### src/rtl/multiword_add_seq.sv
// Streams two multi-precision operands LSW first through a 32-bit ripple-carry adder, chaining the carry between words.
// Optional subtract mode (A-B) is enabled by defining MULTIWORD_ADD_SUB_EN.

module multiword_add_rca #(
  parameter int DW = 32
) (
  input  logic [DW-1:0] a,
  input  logic [DW-1:0] b,
  input  logic          p_in,
  output logic [DW-1:0] s,
  output logic          p_out
);

  logic carry;

  // NOTE: every variable written in always_comb gets a default first, so no path can infer a latch.
  always_comb begin
    s     = '0;
    carry = p_in;
    for (int i = 0; i < DW; i++) begin
      s[i]  = a[i] ^ b[i] ^ carry;
      carry = (a[i] & b[i]) | (carry & (a[i] ^ b[i]));
    end
    p_out = carry;
  end

endmodule

module multiword_add_seq #(
  parameter int LEN_W = 4,
  parameter int DW    = 32
) (
  input  logic             clk,
  input  logic             rst,
  input  logic             start,
  input  logic [LEN_W-1:0] len,
  input  logic             cin,
`ifdef MULTIWORD_ADD_SUB_EN
  input  logic             sub,
`endif
  input  logic             in_valid,
  output logic             in_ready,
  input  logic [DW-1:0]    in_a,
  input  logic [DW-1:0]    in_b,
  output logic             out_valid,
  input  logic             out_ready,
  output logic [DW-1:0]    out_sum,
  output logic             out_last,
  output logic             carry_out,
  output logic             busy,
  output logic             done
);

  typedef enum logic [1:0] {IDLE, RUN, DRAIN} state_e;

  state_e           state_q, state_d;
  logic [LEN_W-1:0] cnt_q, cnt_d;
  logic             carry_q, carry_d;
  logic             out_valid_q, out_valid_d;
  logic [DW-1:0]    out_sum_q, out_sum_d;
  logic             out_last_q, out_last_d;
  logic             carry_out_q, carry_out_d;
  logic             done_q, done_d;
`ifdef MULTIWORD_ADD_SUB_EN
  logic             sub_q, sub_d;
`endif

  logic             start_ok;
  logic             in_fire;
  logic             out_fire;
  logic             last_word;
  logic [DW-1:0]    b_eff;
  logic             init_carry;
  logic [DW-1:0]    add_s;
  logic             add_c;

  assign start_ok  = (state_q == IDLE) && start && (len != '0);
  assign in_ready  = (state_q == RUN) && (!out_valid_q || out_ready);
  assign in_fire   = in_ready && in_valid;
  assign out_fire  = out_valid_q && out_ready;
  assign last_word = (cnt_q == LEN_W'(1));

`ifdef MULTIWORD_ADD_SUB_EN
  assign b_eff      = sub_q ? ~in_b : in_b;
  assign init_carry = sub ? 1'b1 : cin;
`else
  assign b_eff      = in_b;
  assign init_carry = cin;
`endif

  multiword_add_rca #(.DW(DW)) u_rca (
    .a    (in_a),
    .b    (b_eff),
    .p_in (carry_q),
    .s    (add_s),
    .p_out(add_c)
  );

  // NOTE: sequential state uses non-blocking assignments so all flops update from pre-edge values.
  always_ff @(posedge clk) begin
    if (rst) begin
      state_q     <= IDLE;
      cnt_q       <= '0;
      carry_q     <= 1'b0;
      out_valid_q <= 1'b0;
      out_sum_q   <= '0;
      out_last_q  <= 1'b0;
      carry_out_q <= 1'b0;
      done_q      <= 1'b0;
`ifdef MULTIWORD_ADD_SUB_EN
      sub_q       <= 1'b0;
`endif
    end else begin
      state_q     <= state_d;
      cnt_q       <= cnt_d;
      carry_q     <= carry_d;
      out_valid_q <= out_valid_d;
      out_sum_q   <= out_sum_d;
      out_last_q  <= out_last_d;
      carry_out_q <= carry_out_d;
      done_q      <= done_d;
`ifdef MULTIWORD_ADD_SUB_EN
      sub_q       <= sub_d;
`endif
    end
  end

  always_comb begin
    state_d = state_q;
    unique case (state_q)
      IDLE:    if (start_ok) state_d = RUN;
      RUN:     if (in_fire && last_word) state_d = DRAIN;
      DRAIN:   if (out_fire) state_d = IDLE;
      default: state_d = IDLE;
    endcase
  end

  always_comb begin
    cnt_d       = cnt_q;
    carry_d     = carry_q;
    out_valid_d = out_valid_q;
    out_sum_d   = out_sum_q;
    out_last_d  = out_last_q;
    carry_out_d = carry_out_q;
    done_d      = 1'b0;
`ifdef MULTIWORD_ADD_SUB_EN
    sub_d       = sub_q;
`endif
    unique case (state_q)
      IDLE: begin
        if (start_ok) begin
          cnt_d       = len;
          carry_d     = init_carry;
          carry_out_d = 1'b0;
`ifdef MULTIWORD_ADD_SUB_EN
          sub_d       = sub;
`endif
        end
      end
      RUN: begin
        // Output register drains and refills in the same cycle when the consumer is ready.
        if (in_fire) begin
          out_sum_d   = add_s;
          carry_d     = add_c;
          out_valid_d = 1'b1;
          out_last_d  = last_word;
          cnt_d       = cnt_q - LEN_W'(1);
        end else if (out_ready) begin
          out_valid_d = 1'b0;
        end
      end
      DRAIN: begin
        if (out_fire) begin
          out_valid_d = 1'b0;
          out_last_d  = 1'b0;
          carry_out_d = carry_q;
          done_d      = 1'b1;
        end
      end
      default: ;
    endcase
  end

  assign out_valid = out_valid_q;
  assign out_sum   = out_sum_q;
  assign out_last  = out_last_q;
  assign carry_out = carry_out_q;
  assign done      = done_q;
  assign busy      = (state_q != IDLE);

endmodule

### config.mk
export PLATFORM = sky130hd
export DESIGN_NAME = multiword_add_seq
export DESIGN_NICKNAME = d
export VERILOG_FILES = /design/src/rtl/multiword_add_seq.sv
export SDC_FILE = /design/constraint.sdc
export NUM_CORES = 1
export LEC_CHECK = 0
export CAP_MARGIN = 20
export CORE_ASPECT_RATIO = 0.9
export CORE_UTILIZATION = 41
export DETAILED_ROUTE_END_ITERATION = 10
export PLACE_DENSITY = 0.79
export SLEW_MARGIN = 5
export SYNTH_ARGS = -nofsm -noshare
export SYNTH_HDL_FRONTEND = slang
export SYNTH_SLANG_ARGS = --single-unit
### constraint.sdc
create_clock -name clk -period 19.99 [get_ports clk]
set_input_delay 3.998 -clock clk [delete_from_list [all_inputs] [get_ports clk]]
set_output_delay 3.998 -clock clk [all_outputs]
set_load 0.1 [all_outputs]
# Word-level counts from Yosys, hierarchy flattened
# Index checks and enable logic that the tools add are counted.
classes:
  bitwise_logic: 161
  n_reduce_logical: 21
  muxes: 20
  eq_ne: 8
  addsub: 1
op_table:
  columns: ["op", "n"]
  rows:
  - ["$and A1 B1 Y1", 64]
  - ["$xor A1 B1 Y1", 64]
  - ["$or A1 B1 Y1", 32]
  - ["$reduce_and A3 Y1", 5]
  - ["$mux W1", 9]
  - ["$mux W4", 2]
  - ["$pmux W1 S2", 4]
  - ["$pmux W4 S2", 1]
  - ["$reduce_bool A2 Y1", 4]
  - ["$logic_and A1 B1 Y1", 6]
  - ["$mux W2", 3]
  - ["$ne A2 B2 Y1 const B", 3]
  - ["$pmux W2 S3", 1]
  - ["$eq A4 B1 Y1 const B", 1]
  - ["$reduce_bool A4 Y1", 1]
  - ["$sub A4 B1 Y4 const B", 1]
  - ["$ne A3 B3 Y1 const B", 1]
  - ["$eq A2 B1 Y1 const B", 1]
  - ["$eq A2 B2 Y1 const B", 1]
  - ["$logic_not A2 Y1", 1]
  - ["$ne A2 B1 Y1 const B", 1]
  - ["$reduce_and A2 Y1", 1]
  - ["$reduce_or A2 Y1", 1]
  - ["$logic_not A1 Y1", 1]
  - ["2 further kinds", 2]
word_totals:
  out_inout_bits: 38
  ff_bits: 43
  inputBits: 74

# Depth between registers and ports, before layout
# Gate-level depths: netlist (run 1).
logic_depth:
  depth_word: 67
  ltp_mapped: 38
  mapped_depth_nobuf: 38

# Hierarchy
# Synthesis (run 1) repeated with hierarchy kept, for this count alone.
unflattened:
  hier_cells: 256
  area_unflattened_um2: 2496.1
modules_own_cells:
  columns: ["mod", "area_each_um2", "cells_per_inst", "instances"]
  rows:
  - ["multiword_add_seq", 1818.0, 214, 1]
  - ["multiword_add_rca", 678.2, 42, 1]

# Worst setup path after synthesis (run 1)
# OpenSTA, ideal clock, no wires.
synth_path:
  kind: "input-to-reg"
  startpoint: "input port in_a[0]"
  endpoint: "register out_sum_q[31], in the netlist out_sum[31]"
  path_slack_ps: 3641
  n_path_buf: 0
  path_stages: 36
  t_arrival_ps: 16264
  path_cell_list: "fa_1 fa_1 fa_1 fa_1 fa_1 fa_1 fa_1 fa_1 fa_1 fa_1 fa_1 fa_1 fa_1 fa_1 fa_1 fa_1 inv_1 fa_1 inv_1 fa_1 fa_1 fa_1 fa_1 fa_1 fa_1 fa_1 fa_1 fa_1 fa_1 fa_1 fa_1 fa_1 fa_1 inv_1 fa_1 a211oi_1"
synth_between:
  elab_chain_len: 64
  word_cells_on_any_way: 65
synth_rtl:
  columns: ["item", "line_no", "source"]
  rows:
  - ["start, declared", "43", "input logic [DW-1:0] in_a,"]
  - ["$xor A1 B1 Y1", "22", "carry = (a[i] & b[i]) | (carry & (a[i] ^ b[i]));"]
  - ["$and A1 B1 Y1", "22", null]
  - ["$or A1 B1 Y1 *", "22", null]
  - ["$and A1 B1 Y1 *", "22", null]
  - ["$or A1 B1 Y1 *", "22", null]
  - ["$and A1 B1 Y1 *", "22", null]
  - ["$or A1 B1 Y1 *", "22", null]
  - ["$and A1 B1 Y1 *", "22", null]
  - ["[... 48 more ...]", null, null]
  - ["$or A1 B1 Y1 *", "22", null]
  - ["$and A1 B1 Y1 *", "22", null]
  - ["$or A1 B1 Y1 *", "22", null]
  - ["$and A1 B1 Y1 *", "22", null]
  - ["$or A1 B1 Y1 *", "22", null]
  - ["$and A1 B1 Y1 *", "22", null]
  - ["$or A1 B1 Y1 *", "22", null]
  - ["$xor A1 B1 Y1 *", "21", "s[i] = a[i] ^ b[i] ^ carry;"]
  - ["end signal, assigned", "118", "out_sum_q <= out_sum_d;"]
  - ["end, declared", "60", "logic [DW-1:0] out_sum_q, out_sum_d;"]
# Mark *: on every way between the ends. The rest lies on a longest branch, timed or not.
# A chain may end at the register's enable or synchronous reset.

# Worst setup path in the final report (run 1)
# Same ends and word-level chain as after synthesis.

==> qor.txt, run 1 <==
Clk sinks - 43
Total GRT Usage - 20.33%
Finished Layout Cells - 423
Total core area - 0.005411 mm^2
WHS Path Cells - 2
Adder-cell share of the synthesized area - 27.93%
Met3 usage in global routing - 6.380%
Final Instance Area - 0.003578 mm^2
Reg-to-Reg Start - carry_q
Combinational family with the most area after synthesis - adder cells
Antenna Cells - 0
GRT met1 Usage - 25.33%
Initial antenna violation count - 0
Detailed Routing Iterations Pass 1 - 4
Synth area leader - dfxtp_1
Share of the synthesized area in the top cell type - 36.12%
Final core utilization - 66.13%
P per Cell Area - 66.93 mW/mm^2
CTS tree - built
CTS resizes - 0
P_leak - 1.310 nW
Iteration-0 DRC Markers - 86
RSZ-0062 raised after global routing - false
Die H - 74.34 um
Tcrit/Tclk final - 85.38%
Register-to-Register Setup Slack - 6.75 ns
R2R Path End - out_sum[31]
WP data arrival - 17.27 ns
Area contributors post-synth - dfxtp_1 36%, fa_1 27%, nand2_1 10%
Synth warn - 0
Fraction of layout cells with a size suffix above 1 - 4.213%
Clk_lat worst skew - 0.28 ns
Met2 Resource Use GR - 33.88%
Syn Inst Count - 250
Most frequent CP cell - fa_1
Post-Place Cells - 415
R2R cell count - 36
CTS Root Cell - clkbuf_8
Final setup fails - 0
Synth Area in XOR/XNOR - 0%
Mapped Nets - 358
Detail-routed via count per cell - 4.929
GR peak layer - met2
Area growth syn-to-layout - 50.13%
Crit-path max cell delay - 0.45 ns
Post-CTS Setup Bufs - 0
Slew Limit Fails - 0
GPL Wtd Cong - 0.8276
Post-DRT Antenna Nets - 0
Crit path launch type - primary input
Worst Path Required - 20.19 ns
Worst Tran Pin Value - 1.006 ns
Post-synthesis compound-gate area fraction - 12.60%
Largest net degree at the start of global routing - 45
Slew Limit Headroom - 32.71%
Drt drc - 0
Placed Area - 0.003497 mm^2
Fillcell total - 466
Num rows - 25
Mapped Avg Cell Area - 9.534 um^2
Power, Total - 0.2395 mW
First-pass GRT wire length - 9280 um
CP max FO - 1
Final HPWL DP - 4493 um
Initial core utilization - 44.05%
Die area - 0.006123 mm^2
Outcome - complete, no violations
Clock Path Buffers - 2
Final WL - 5816 um
Worst Hold Launch - out_sum[28]
Post-Synth Simple-Gate Area - 17.53%
Final Hold Viols - 0
Delay-heaviest family, CP - adder cells
CP max stage cell - fa_1
IO buf count - 111
Seq cells post-synth - 43
H-Tree Level Count - 2
Num CTS Buffers - 5
Setup TNS - 0 ns
CP bufs+invs - 4
Seq. cell area - 860.8 um^2
Final Critical Period - 17.07 ns
Sequential fraction of the synthesis area - 36.12%
Synth Cell Area - 0.002384 mm^2
Die Wd - 82.37 um
Crit path kind - primary input to flop
Post-synthesis mux area share - 0.4199%
Yosys cell types - 34
Hold Buf Count CTS - 0
Final net count - 463
CP Capture Type - flop
MaxCap Viol Count - 0
Fmax - 0.05859 GHz
Vias - 2085
DR WL/cell - 13.75 um
HP Class - flop to flop
Grt total ovfl - 0
CP startpoint - in_a[0]
Worst Hold Endpoint - out_sum[28]
Max VDD drop - 36.01 uV
Multi-input combinational cell area - 0.001394 mm^2
Clk slew on worst S/H paths - 0.07 ns
Ports - 112
Vias in the first global route - 2049
Clk_skew - 0.003394 ns
[cells by family (layout without fill, tap and decap cells)]
kind of cell | count (synthesis) | count (layout)
compound gates | 51 | 51
mux | 1 | 1
flops | 43 | 43
simple gates | 96 | 96
buf+inv | 25 | 131
fa+ha+maj | 34 | 34
[layout by cell type (no fill, tap or decap), types with 2 or more instances in the layout]
cell	n
a21oi_1	38
nand3_1	4
a211oi_1	4
fa_1	32
nor3b_1	2
clkbuf_1	2
dfxtp_1	43
clkbuf_8	5
buf_4	2
o21ai_0	2
clkdlybuf4s50_1	110
nand4_1	2
ha_1	2
a32o_1	3
inv_1	10
nor2_1	11
nand2_1	66
[sequential cells by signal, summed over array words and instances (netlist names)]
| name | cells |
|---|---|
| out_sum | 32 |
| cnt_q | 4 |
| state_q | 2 |
| carry_out | 1 |
| carry_q | 1 |
| done | 1 |
| out_last | 1 |
| out_valid | 1 |
[layer usage]
metal / vias to the layer above / routed length [um]
li1: 1022 / -
met1: 973 / 2411
met2: 86 / 2759
met3: 4 / 582
met4: 0 / 63
met5: - / 0
[power by group]
part           total [mW]  switching, mW  internal, mW
Combinational      0.0923         0.0579        0.0344
Clock              0.0521         0.0276        0.0245
Sequential         0.0951        0.00384        0.0912
[worst register-to-register path: cells and delay by family, from the launching register on]
kind                       cells  cell delay [ns]
buffers and inverters          3             0.21
adders and majority gates     32            12.37
AOI/OAI and AO/OA              1             0.19
DFF                            1             0.37
[worst max-delay path by stage]
| stage | depth (start not counted) | end | slack (ns) |
|---|---|---|---|
| finish | 37 | out_sum[31] | 2.92 |
| global route | 37 | out_sum[31] | 2.42 |
| CTS | 37 | out_sum[31] | 2.89 |
| detailed placement | 37 | out_sum[31] | 2.60 |
| global placement | 37 | out_sum[31] | 2.81 |
| floorplan | 36 | out_sum[31] | 3.64 |
[cells in the mapped netlist (all sizes together)]
cell,number
nand4,2
nand3b,1
and2,1
a22o,1
clkbuf,5
ha,2
a221oi,1
nand3,4
a21boi,1
nor2,11
and2b,2
nor2b,1
o21ai,3
fa,32
or2,1
nor3b,2
buf,10
a211oi,4
or4,1
mux2i,1
inv,10
and3,1
or2b,2
a32o,3
nand2,66
a21oi,38
nor3,1
dfxtp,43
[area by class of cell]
| cell class | count | area share [%] |
|---|---|---|
| Inverter | 10 | 1.049 |
| Multi-Input combinational cell | 182 | 38.95 |
| Sequential cell | 43 | 24.06 |
| Timing Repair Buffer | 113 | 31.33 |
| Tap cell | 67 | 2.343 |
| Clock buffer | 7 | 2.133 |
| Clock inverter | 1 | 0.1399 |
[through the flow]
step | setup WS (ns) | hold slack [ns]
global placement | 2.807 | 0.4408
CTS | 2.891 | 0.4588
detailed placement | 2.598 | 0.4475
finish | 2.922 | 0.4539
global route | 2.419 | 0.4745
floorplan | 3.641 | 0.4904
Note: power is estimated with default switching activity, not from simulation.
==> run 2: changes to the inputs <==
--- a/config.mk
+++ b/config.mk
@@ -8,8 +8,10 @@
 export CAP_MARGIN = 20
 export CORE_ASPECT_RATIO = 0.9
 export CORE_UTILIZATION = 41
+export CTS_CLUSTER_DIAMETER = 40
 export DETAILED_ROUTE_END_ITERATION = 10
 export PLACE_DENSITY = 0.79
+export REMOVE_ABC_BUFFERS = 1
 export SLEW_MARGIN = 5
 export SYNTH_ARGS = -nofsm -noshare
 export SYNTH_HDL_FRONTEND = slang
==> qor.txt, run 2 (synthesis gave the netlist of run 1 again) <==
Outcome - complete, no violations
Vias in the first global route - 1952 (-4.7%)
First-pass GRT wire length - 8894 um (-4.2%)
Clock Path Buffers - 2 (unchanged)
WP data arrival - 17.11 ns (-0.16 ns)
CTS Root Cell - clkbuf_8
Total GRT Usage - 19.55% (-0.78 points)
Post-DRT Antenna Nets - 0 (unchanged)
Clk slew on worst S/H paths - 0.08 ns (about the same)
P per Cell Area - 66.35 mW/mm^2 (-0.87%)
Final Critical Period - 16.91 ns (-0.1625 ns)
CP Capture Type - flop
Area growth syn-to-layout - 50.29%
Die Wd - 82.37 um (unchanged)
GPL Wtd Cong - 0.7418 (-10%)
Die H - 74.34 um (unchanged)
Slew Limit Headroom - 33.12% (+0.41 points)
Clk_skew - 0.005688 ns (+0.002294 ns)
Most frequent CP cell - fa_1
IO buf count - 111 (unchanged)
Antenna Cells - 0 (unchanged)
Crit-path max cell delay - 0.45 ns (about the same)
Post-CTS Setup Bufs - 0 (unchanged)
Tcrit/Tclk final - 84.57% (-0.81 points)
MaxCap Viol Count - 0 (unchanged)
P_leak - 1.310 nW (about the same)
Initial antenna violation count - 0 (unchanged)
CTS tree - built
Worst Path Required - 20.20 ns (about the same)
HP Class - flop to flop
Num rows - 25 (unchanged)
Num CTS Buffers - 5 (unchanged)
DR WL/cell - 12.90 um (-6.2%)
Final setup fails - 0 (unchanged)
Ports - 112 (unchanged)
Final Instance Area - 0.003582 mm^2 (+0.11%)
Finished Layout Cells - 422 (-0.24%)
Clk sinks - 43 (unchanged)
H-Tree Level Count - 2 (unchanged)
Final WL - 5444 um (-6.4%)
Post-Place Cells - 416 (+0.24%)
Initial core utilization - 44.05% (unchanged)
Commonest non-fill, non-tap cell in the layout - clkdlybuf4s50_1
CP max stage cell - fa_1
Slew Limit Fails - 0 (unchanged)
Clk_lat worst skew - 0.29 ns (about the same)
RSZ-0062 raised after global routing - false
WHS - 0.4548 ns (+0.0009820 ns)
Final net count - 464 (+0.22%)
Fraction of layout cells with a size suffix above 1 - 3.944% (-0.27 points)
Final Hold Viols - 0 (unchanged)
Max VDD drop - 33.76 uV (-6.3%)
CP max FO - 1 (unchanged)
Fmax - 0.05915 GHz (+0.96%)
Total core area - 0.005411 mm^2 (unchanged)
Hold Buf Count CTS - 0 (unchanged)
Max reg flops - 32 (unchanged)
Final HPWL DP - 4175 um (-7.1%)
Die area - 0.006123 mm^2 (unchanged)
Vias - 2067 (-0.86%)
Detailed Routing Iterations Pass 1 - 4 (unchanged)
CTS resizes - 0 (unchanged)
Crit path kind - primary input to flop
Fillcell total - 439 (-5.8%)
Iteration-0 DRC Markers - 62 (-28%)
Detail-routed via count per cell - 4.898 (-0.63%)
Grt total ovfl - 0 (unchanged)
Most frequent cells in the layout - 111 x clkdlybuf4s50_1, 66 x nand2_1, 43 x dfxtp_1
Crit path launch type - primary input
Setup TNS - 0 ns (unchanged)
Worst Tran Pin Value - 1.000 ns (-0.006122 ns)
Placed Area - 0.003510 mm^2 (+0.36%)
Drt drc - 0 (unchanged)
Largest net degree at the start of global routing - 45 (unchanged)
[run 2: where the power goes]
group | internal, mW | switching, mW | total (mW)
Clock | 0.0233 | 0.0266 | 0.0499
Combinational | 0.0349 | 0.0579 | 0.0927
Sequential | 0.0912 | 0.00375 | 0.0950
[run 2: worst max-delay path: cells and delay by family]
kind | cells | cell delay [ns]
fa+ha+maj | 32 | 12.30
buf+inv | 4 | 0.62
compound gates | 1 | 0.19
[run 2: routing by layer]
| layer | wire length, um | vias to the layer above | GRT usage [%] |
|---|---|---|---|
| li1 | - | 1020 | - |
| met1 | 2253 | 964 | 24.14 |
| met2 | 2637 | 78 | 32.69 |
| met3 | 484 | 5 | 6.258 |
| met4 | 70 | 0 | 5.848 |
| met5 | 0 | - | 0 |
[run 2: worst paths after layout]
| path | cells after the start | end | start | slack [ns] |
|---|---|---|---|---|
| setup / recovery | 37 | out_sum[31] | in_a[0] | 3.08 |
| hold / removal | 2 | out_sum[14] | out_sum[14] | 0.45 |
| setup reg to reg | 36 | out_sum[31] | carry_q | 6.91 |
| hold reg to reg | 2 | out_sum[14] | out_sum[14] | 0.45 |
[run 2: metrics by stage]
step | setup slack [ns] | utilization (%) | total power [mW]
detailed placement | 2.754 | 64.86 | 0.1901
finish | 3.085 | 66.20 | 0.2377
global route | 2.559 | 66.20 | 0.2527
global placement | 2.956 | 64.86 | 0.1889
floorplan | 3.639 | - | 0.1551
CTS | 3.047 | 66.20 | 0.2405
[run 2: area by class of cell]
type | count | area (um^2) | area share [%]
Clock buffer | 6 | 72.57 | 2.026
Tap cell | 67 | 83.83 | 2.340
Multi-Input combinational cell | 182 | 1394 | 38.91
Sequential cell | 43 | 860.8 | 24.03
Timing Repair Buffer | 114 | 1134 | 31.65
Inverter | 10 | 37.54 | 1.048
==> run 3: changes to the inputs <==
==> constraint.sdc (replaced) <==
create_clock -name clk -period 15.6 [get_ports clk]
set_input_delay 3.12 -clock clk [delete_from_list [all_inputs] [get_ports clk]]
set_output_delay 3.12 -clock clk [all_outputs]
set_load 0.1 [all_outputs]
==> qor.txt, run 3 (synthesis gave the netlist of run 1 again) <==
Outcome - complete, no violations
Final setup fails - 0 (unchanged)
Int Pwr - 0.1927 mW (+29%)
Final Hold Viols - 0 (unchanged)
GPL Wtd Cong - 0.7418 (unchanged)
Grt total ovfl - 0 (unchanged)
Initial antenna violation count - 0 (unchanged)
Detail-routed via count per cell - 4.931 (+0.68%)
Antenna Cells - 0 (unchanged)
Initial core utilization - 44.05% (unchanged)
HP Class - flop to flop
P per Cell Area - 84.45 mW/mm^2 (+27%)
MaxCap Viol Count - 0 (unchanged)
Crit path to - out_sum[31]
Switching Power - 0.1137 mW (+29%)
Slew Limit Fails - 0 (unchanged)
Crit path kind - primary input to flop
Reg-to-Reg Start - carry_q
H-Tree Level Count - 2 (unchanged)
Max VDD drop - 44.84 uV (+33%)
Hold Buf Count CTS - 0 (unchanged)
Ports - 112 (unchanged)
CTS tree - built
Clk_skew - 0.004921 ns (-0.0007669 ns)
Tcrit/Tclk final - 97.42%
Fraction of layout cells with a size suffix above 1 - 9.014% (+5.1 points)
Die area - 0.006123 mm^2 (unchanged)
Most frequent cells in the layout - 111 x clkdlybuf4s50_1, 66 x nand2_1, 43 x dfxtp_1
CP startpoint - in_a[0]
Num CTS Buffers - 5 (unchanged)
Vias - 2081 (+0.68%)
Vias in the first global route - 1967 (+0.77%)
Max reg flops - 32 (unchanged)
Area growth syn-to-layout - 52.18%
Post-Place Cells - 416 (unchanged)
First-pass GRT wire length - 9039 um (+1.6%)
Drt drc - 0 (unchanged)
DR WL/cell - 12.99 um (+0.72%)
P_leak - 1.294 nW (-1.2%)
Clk slew on worst S/H paths - 0.07 ns (about the same)
Final WL - 5483 um (+0.72%)
RSZ-0062 raised after global routing - false
Die Wd - 82.37 um (unchanged)
Final HPWL DP - 4175 um (unchanged)
Num rows - 25 (unchanged)
Seq pwr share - 39.7% (-0.3 points)
Crit-path max cell delay - 0.44 ns (about the same)
Post-CTS Setup Bufs - 0 (unchanged)
Worst Hold Launch - out_sum[15]
Worst Tran Pin Value - 0.9999 ns (-0.0001217 ns)
Slew Limit Headroom - 33.13% (about the same)
Worst Path Required - 15.81 ns (-4.39 ns)
Final core utilization - 67.03% (+0.83 points)
Gate power share - 39.4% (+0.4 points)
Register-to-Register Setup Slack - 3.35 ns (-3.56 ns)
Finished Layout Cells - 422 (unchanged)
Total core area - 0.005411 mm^2 (unchanged)
Clock Path Buffers - 2 (unchanged)
Switching share of total power - 37.11% (about the same)
Crit path launch type - primary input
CP max stage cell - clkdlybuf4s50_1
Post-DRT Antenna Nets - 0 (unchanged)
R2R cell count - 36 (unchanged)
Commonest non-fill, non-tap cell in the layout - clkdlybuf4s50_1
CTS Root Cell - clkbuf_8
Total GRT Usage - 19.81% (+0.26 points)
Clk network pwr share - 20.9% (about the same)
WHS - 0.4545 ns (-0.0003640 ns)
WP data arrival - 15.40 ns (-1.71 ns)
Fmax - 0.06580 GHz
CP max FO - 1 (unchanged)
IO buf count - 111 (unchanged)
Final Critical Period - 15.20 ns
Die H - 74.34 um (unchanged)
Iteration-0 DRC Markers - 74 (+19%)
Final net count - 464 (unchanged)
Most frequent CP cell - fa_2
Clk_lat worst skew - 0.29 ns (about the same)
CP Capture Type - flop
R2R Path End - out_sum[31]
Clk sinks - 43 (unchanged)
Largest net degree at the start of global routing - 45 (unchanged)
Detailed Routing Iterations Pass 1 - 4 (unchanged)
-- run 3: cell type report --
| type | instances | area (um^2) |
|---|---|---|
| well taps | 67 | 83.83 |
| fillers | 425 | 1784 |
| repair buffers | 114 | 1134 |
| flip-flops and latches | 43 | 860.8 |
| clock buffers | 6 | 72.57 |
| inverters | 10 | 37.54 |
| multi-input cells | 182 | 1439 |
-- run 3: stage by stage --
stage / TNS [ns] / power (mW) / cell area, um^2 / worst slack [ns]
after floorplan: 0 / 0.1987 / 2292 / 0.1268
after global placement: -1.176 / 0.2420 / 3510 / -0.5563
after CTS: 0 / 0.3092 / 3607 / 0.01438
after global routing: 0 / 0.3258 / 3627 / 0.003750
final: 0 / 0.3063 / 3627 / 0.4017
after detailed placement: -1.764 / 0.2436 / 3510 / -0.7583
-- run 3: what timing repair did --
action                     CTS  global route
gates cloned                 0             0
setup endpoints to repair    3             2
resized for setup           10             8
-- run 3: per-layer routing --
metal,global-route usage [%],vias to the layer above,wire length (um)
li1,-,1020,-
met1,24.90,980,2263
met2,32.78,76,2680
met3,6.135,5,468
met4,5.848,0,70
met5,0,-,0
-- run 3: worst max-delay path, delay by kind of cell --
kind | cells | cell delay [ns]
fa+ha+maj | 32 | 11.48
compound gates | 1 | 0.19
buf+inv | 4 | 0.63
-- run 3: worst min-delay path by stage --
stage / to / cells after the start
6_report: out_sum[15] / 2
5_1_grt: out_sum[28] / 2
4_1_cts: out_sum[28] / 2
3_5_place_dp: out_sum[14] / 2
3_3_place_gp: out_sum[3] / 2
2_1_floorplan: carry_out / 2
-- run 3: power groups by stage --
stage | clock (mW) | combinational (mW) | sequential, mW
finish | 0.0639 | 0.121 | 0.122
global route | 0.0712 | 0.132 | 0.123
CTS | 0.0667 | 0.121 | 0.122
detailed placement | 0 | 0.119 | 0.124
global placement | 0 | 0.118 | 0.124
floorplan | 0 | 0.0372 | 0.162
